==> src/rtl/mips_pkg.sv <==
// mips_pkg: shared fetch-path types and constants.
//   fetch_entry_t    : {pc, instr} pair carried through the fetch FIFO
//   RESET_PC_DEFAULT : default PC loaded on reset
package mips_pkg;
    typedef struct packed {
        logic [31:0] pc;
        logic [31:0] instr;
    } fetch_entry_t;
    localparam logic [31:0] RESET_PC_DEFAULT = 32'h0000_0000;
endpackage

==> src/rtl/fetch_fifo.sv <==
// fetch_fifo: 2-entry FIFO of fetch entries with push/pop/flush.
//   CLK   in  : clock, rising edge
//   RESET in  : asynchronous active-low reset
//   push  in  : enqueue din (ignored when full unless popping)
//   pop   in  : dequeue head (ignored when empty)
//   flush in  : drop all entries, overrides push/pop
//   din   in  : entry to enqueue
//   count out : number of valid entries (0..2)
//   head  out : oldest entry, registered
module fetch_fifo
    import mips_pkg::*;
(
    input  logic         CLK,
    input  logic         RESET,
    input  logic         push,
    input  logic         pop,
    input  logic         flush,
    input  fetch_entry_t din,
    output logic [1:0]   count,
    output fetch_entry_t head
);
    fetch_entry_t tail;
    logic do_pop, do_push;
    logic [1:0] slot;
    // slot is where a new entry lands once any same-edge pop has shifted the queue
    always_comb begin
        do_pop  = pop && count != 2'd0;
        do_push = push && (count != 2'd2 || do_pop);
        slot    = count - {1'b0, do_pop};
    end
    always_ff @(posedge CLK or negedge RESET) begin
        if (!RESET) begin
            count <= '0;
            head  <= '0;
            tail  <= '0;
        end else if (flush) begin
            count <= '0;
        end else begin
            if (do_pop) head <= tail;
            if (do_push && slot == 2'd0) head <= din;
            if (do_push && slot != 2'd0) tail <= din;
            count <= count + {1'b0, do_push} - {1'b0, do_pop};
        end
    end
endmodule

==> src/rtl/fetch_stage.sv <==
// fetch_stage: PC register feeding a 2-entry fetch FIFO toward decode.
//   CLK            in  : clock, rising edge
//   RESET          in  : asynchronous active-low reset
//   imem_addr      out : word address pc[IMEM_AW+1:2]
//   imem_data      in  : combinational instruction for imem_addr
//   redirect_valid in  : load redirect_pc and flush
//   redirect_pc    in  : redirect target (low two bits dropped)
//   dec_ready      in  : decode accepts head entry
//   dec_valid      out : head entry valid
//   dec_instr      out : head instruction
//   dec_pc         out : head PC
//   dec_pcplus4    out : head PC + 4
module fetch_stage
    import mips_pkg::*;
#(
    parameter logic [31:0] RESET_PC = RESET_PC_DEFAULT,
    parameter int          IMEM_AW  = 6
) (
    input  logic               CLK,
    input  logic               RESET,
    output logic [IMEM_AW-1:0] imem_addr,
    input  logic [31:0]        imem_data,
    input  logic               redirect_valid,
    input  logic [31:0]        redirect_pc,
    input  logic               dec_ready,
    output logic               dec_valid,
    output logic [31:0]        dec_instr,
    output logic [31:0]        dec_pc,
    output logic [31:0]        dec_pcplus4
);
    logic [31:0]  pc;
    logic [1:0]   count;
    fetch_entry_t head;
    logic         push, pop;
    assign imem_addr = pc[IMEM_AW+1:2];
    assign dec_valid = count != 2'd0;
    assign pop       = dec_valid && dec_ready;
    assign push      = !redirect_valid && (count != 2'd2 || pop);
    assign dec_instr = head.instr;
    assign dec_pc    = head.pc;
    // gated so an empty stage (including after reset) presents zero
    assign dec_pcplus4 = dec_valid ? head.pc + 32'd4 : '0;
    always_ff @(posedge CLK or negedge RESET) begin
        if (!RESET) pc <= RESET_PC;
        else if (redirect_valid) pc <= redirect_pc & ~32'd3;
        else if (push) pc <= pc + 32'd4;
    end
    fetch_fifo u_fifo (
        .CLK   (CLK),
        .RESET (RESET),
        .push  (push),
        .pop   (pop),
        .flush (redirect_valid),
        .din   ('{pc: pc, instr: imem_data}),
        .count (count),
        .head  (head)
    );
endmodule
==> config.mk <==
export PLATFORM = sky130hd
export DESIGN_NAME = fetch_stage
export DESIGN_NICKNAME = d
export VERILOG_FILES = /design/src/rtl/mips_pkg.sv /design/src/rtl/fetch_fifo.sv /design/src/rtl/fetch_stage.sv
export SDC_FILE = /design/constraint.sdc
export NUM_CORES = 1
export LEC_CHECK = 0
export CAP_MARGIN = 5
export CORE_MARGIN = 2
export CORE_UTILIZATION = 48
export CTS_BUF_LIST = sky130_fd_sc_hd__clkbuf_4
export CTS_CLUSTER_SIZE = 10
export DETAILED_ROUTE_END_ITERATION = 7
export PLACE_DENSITY_LB_ADDON = 0.12
export SETUP_SLACK_MARGIN = 0.5
export SLEW_MARGIN = 20
export SYNTH_ARGS = -nofsm -noshare
export SYNTH_HDL_FRONTEND = slang
export SYNTH_SLANG_ARGS = --single-unit
==> constraint.sdc <==
create_clock -name CLK -period 2.6 [get_ports CLK]
set_input_delay 0.78 -clock CLK [delete_from_list [all_inputs] [get_ports CLK]]
set_output_delay 0.78 -clock CLK [all_outputs]
set_load 0.01 [all_outputs]
==> reports/summary.txt <==
Most Crowded Layer GR = met2
GR Layer Usage met2 = 47.5%
Fill cells = 960
pin count of the biggest net entering global routing = 55
WP data required = 1.82 ns
Wirelength per Cell = 20.5 um
f_max = 0.322 GHz
number of buffers and inverters on the critical path = 3
top cells by area, synth = dfrtp_1 49%, mux2i_1 7.9%, mux2_2 7.9%
Final ANT Viol Nets = 0
Setup-failing EPs final = 33
Max Slew Vio Count = 0
synthesized area = 0.00802 mm^2
Synth top cells by count = 156 x dfrtp_1, 95 x nand2_1, 71 x o21ai_0, 63 x mux2i_1, 56 x mux2_2
EDFF count, synth = 0
total gr overflow = 0
Root Buffer = clkbuf_4
RSZ-0062 raised after global routing = yes
Sink Count = 156
sequential area share after synthesis = 48.7%
Critical Path End Type = output pin
DR iter-0 viols = 545
I/O pin cnt = 171
Max IR drop VDD = 0.000627 V
share of cells above drive strength 1 = 49.4%
std cell rows = 47
Synth Area per Inst = 10.5 um^2
antenna violations before repair = 1
Startpoint Class = flop
post-synth cell types = 51
post-synthesis register bit count = 156
HPWL after detailed placement = 14,700 um
chip height = 133 um
Final Hold Viols = 0
GRT Util Overall = 28.5%
TritonCTS clock tree = yes
M3 GR Usage = 5.25%
PwrDens = 1170 mW/mm^2
Setup crit end = dec_pcplus4[20]
final RePlAce weighted congestion = 0.860
total CTS buffers = 17
Die X-Extent = 133 um
Pwr Total = 15.3 mW
crit-path max FO = 4
clock-pin transition on the worst setup and hold timing paths = 0.12 ns
violated checks = setup timing
CORE AREA = 0.0165 mm^2
die area = 0.0178 mm^2
Ys Warns = 0
final worst slack = -0.508 ns
IO Port Bufs = 164
DRT Pass-1 Iters = 5
met1 usage = 38.0%
Initial Util = 48.7%
register-to-register setup slack = -0.01 ns
Final Hold Slack = 0.167 ns
worst reg2reg path startpoint = u_fifo.count[1]$_DFF_PN0_
Place WS = -0.305 ns
Worst EP arrival = 2.33 ns
measured slew at the worst slew-check pin = 0.559 ns
Max Clock Skew = 0.0214 ns
H-tree depth = 4
vias in the first global route = 7,349
crit-path max cell delay = 0.38 ns
Total Wirelength = 26,900 um
most frequent cell after synthesis = dfrtp_1
Synth Flop Type = dfrtp_1
Via-to-Cell Ratio = 5.73
Longest Clk Path Bufs = 2
final net count = 1,149
Setup crit start = u_fifo.head[36]$_DFFE_PN0P_
Max Cap Viol = 0
Async SR Flop Fraction = 100%
Hold Crit Class = input pin to async pin
area delta synth->final = 63.2%
slowest CP cell = dfrtp_2
min Tclk post-route = 3.11 ns
CP top delay family = simple AND/OR/NAND/NOR gates
Worst R2R Path Depth = 13
routed via count = 7,508
Post-Synthesis Cells = 763
leak pwr = 5.71 nW
clk_lat worst skew = 0.56 ns
drt drc = 0
CP cell instances = and4_4 -> buf_12 -> nand4_1 -> buf_4 -> or3_1 -> a21oi_2 -> buf_2
area leader, netlist = dfrtp_1
Crit Path Class = flop to output pin
final core occ = 79.5%
global-route wire length before repair = 39,700 um
Critical Path Stages = 7
slew margin rel. = 62.8%
Synth top area share = 48.7%
post-route setup TNS = -8.07 ns
R2R Path End = u_fifo.tail[23]$_DFFE_PN0P_
fin crit share = 120%
status = finished with violations
## cell usage in the layout, fill, tap and decap left out, drive strengths merged, types with 6 or more instances in the layout
cell / instances
o31ai: 20
buf: 246
nand2: 95
mux2: 62
clkdlybuf4s50: 63
nand3: 22
dlygate4sd2: 29
a21oi: 13
and2: 6
clkdlybuf4s15: 9
o21ai: 80
mux2i: 63
nand4: 25
xnor2: 8
and3: 9
clkbuf: 22
clkinv: 10
or4: 21
a31oi: 17
inv: 8
dfrtp: 156
nor2: 37
or3: 7
xor2: 15
and4: 10
## flip-flops by register name (all words and copies together) (netlist names)
name,cells
u_fifo.head,62
u_fifo.tail,62
u_fifo.count,2
pc,30
## worst min-delay path by stage
| stage | endpoint | slack [ns] | cells past startpoint |
|---|---|---|---|
| after floorplan | u_fifo.tail[13]$_DFFE_PN0P_ | 0.46 | 1 |
| after global placement | u_fifo.tail[28]$_DFFE_PN0P_ | 0.47 | 1 |
| after detailed placement | u_fifo.tail[53]$_DFFE_PN0P_ | 0.48 | 1 |
| after CTS | u_fifo.head[47]$_DFFE_PN0P_ | 0.17 | 1 |
| after global routing | u_fifo.head[56]$_DFFE_PN0P_ | 0.17 | 1 |
| final | u_fifo.head[56]$_DFFE_PN0P_ | 0.17 | 1 |
## cell families (layout without fill, tap and decap cells)
| group | Yosys count | after routing | share of synthesized area (%) |
|---|---|---|---|
| and+or+nand+nor | 245 | 246 | 16.1 |
| DFF | 156 | 156 | 48.7 |
| AOI/OAI and AO/OA | 140 | 140 | 10.1 |
| muxes | 125 | 125 | 16.6 |
| buffers and inverters | 69 | 391 | 5.40 |
| xor gates and xnor gates | 23 | 23 | 2.51 |
| adders and majority gates | 4 | 4 | 0.624 |
| other | 1 | 5 | 0.0468 |
## what timing repair did
item	in CTS	in global routing
hold buffers	0	0
setup buffers	60	22
setup endpoints to repair	225	194
pin swaps	62	52
gates resized for setup	578	124
gates cloned	22	2
## where the power goes
group          total (mW)  switching (mW)  internal [mW]
Combinational        9.73            4.15           5.58
Clock                1.32           0.842          0.481
Sequential           4.22           0.735           3.49
Total                15.3            5.73           9.55
## stage by stage
stage                     std cells  cell area (um^2)
after CTS                      1285             12400
after floorplan                 766              8180
after detailed placement       1172             10400
after global placement         1172             10400
final                          1310             13100
after global routing           1310             13100
## per-layer routing
layer  vias to the layer above  share of wire (%)
met2                       269                 50
li1                       3407                  -
met1                      3778                 42
met3                        54                5.3
met4                         0                2.7
met5                         -                  0
## worst reg2reg max path, cell delays in order (launching register included)
cell      delay, ns
dfrtp_2        0.44
nor2_4         0.22
clkinv_4       0.13
buf_6          0.14
buf_6          0.10
buf_6          0.10
and2_4         0.13
ha_4           0.27
inv_4          0.04
buf_6          0.10
o21a_4         0.23
buf_12         0.15
buf_16         0.15
mux2_4         0.30
## area by class of cell
type | instances | area [um^2] | share of cell area [%]
Clock inverter | 11 | 78.8 | 0.602
Sequential cell | 156 | 3930 | 30.0
Timing Repair Buffer | 351 | 3940 | 30.1
Tap cell | 220 | 275 | 2.10
Inverter | 9 | 41.3 | 0.315
Multi-Input combinational cell | 542 | 4670 | 35.7
Antenna cell | 1 | 2.50 | 0.0191
Clock buffer | 20 | 150 | 1.15
No activity file was read; power rests on OpenSTA's default activity.
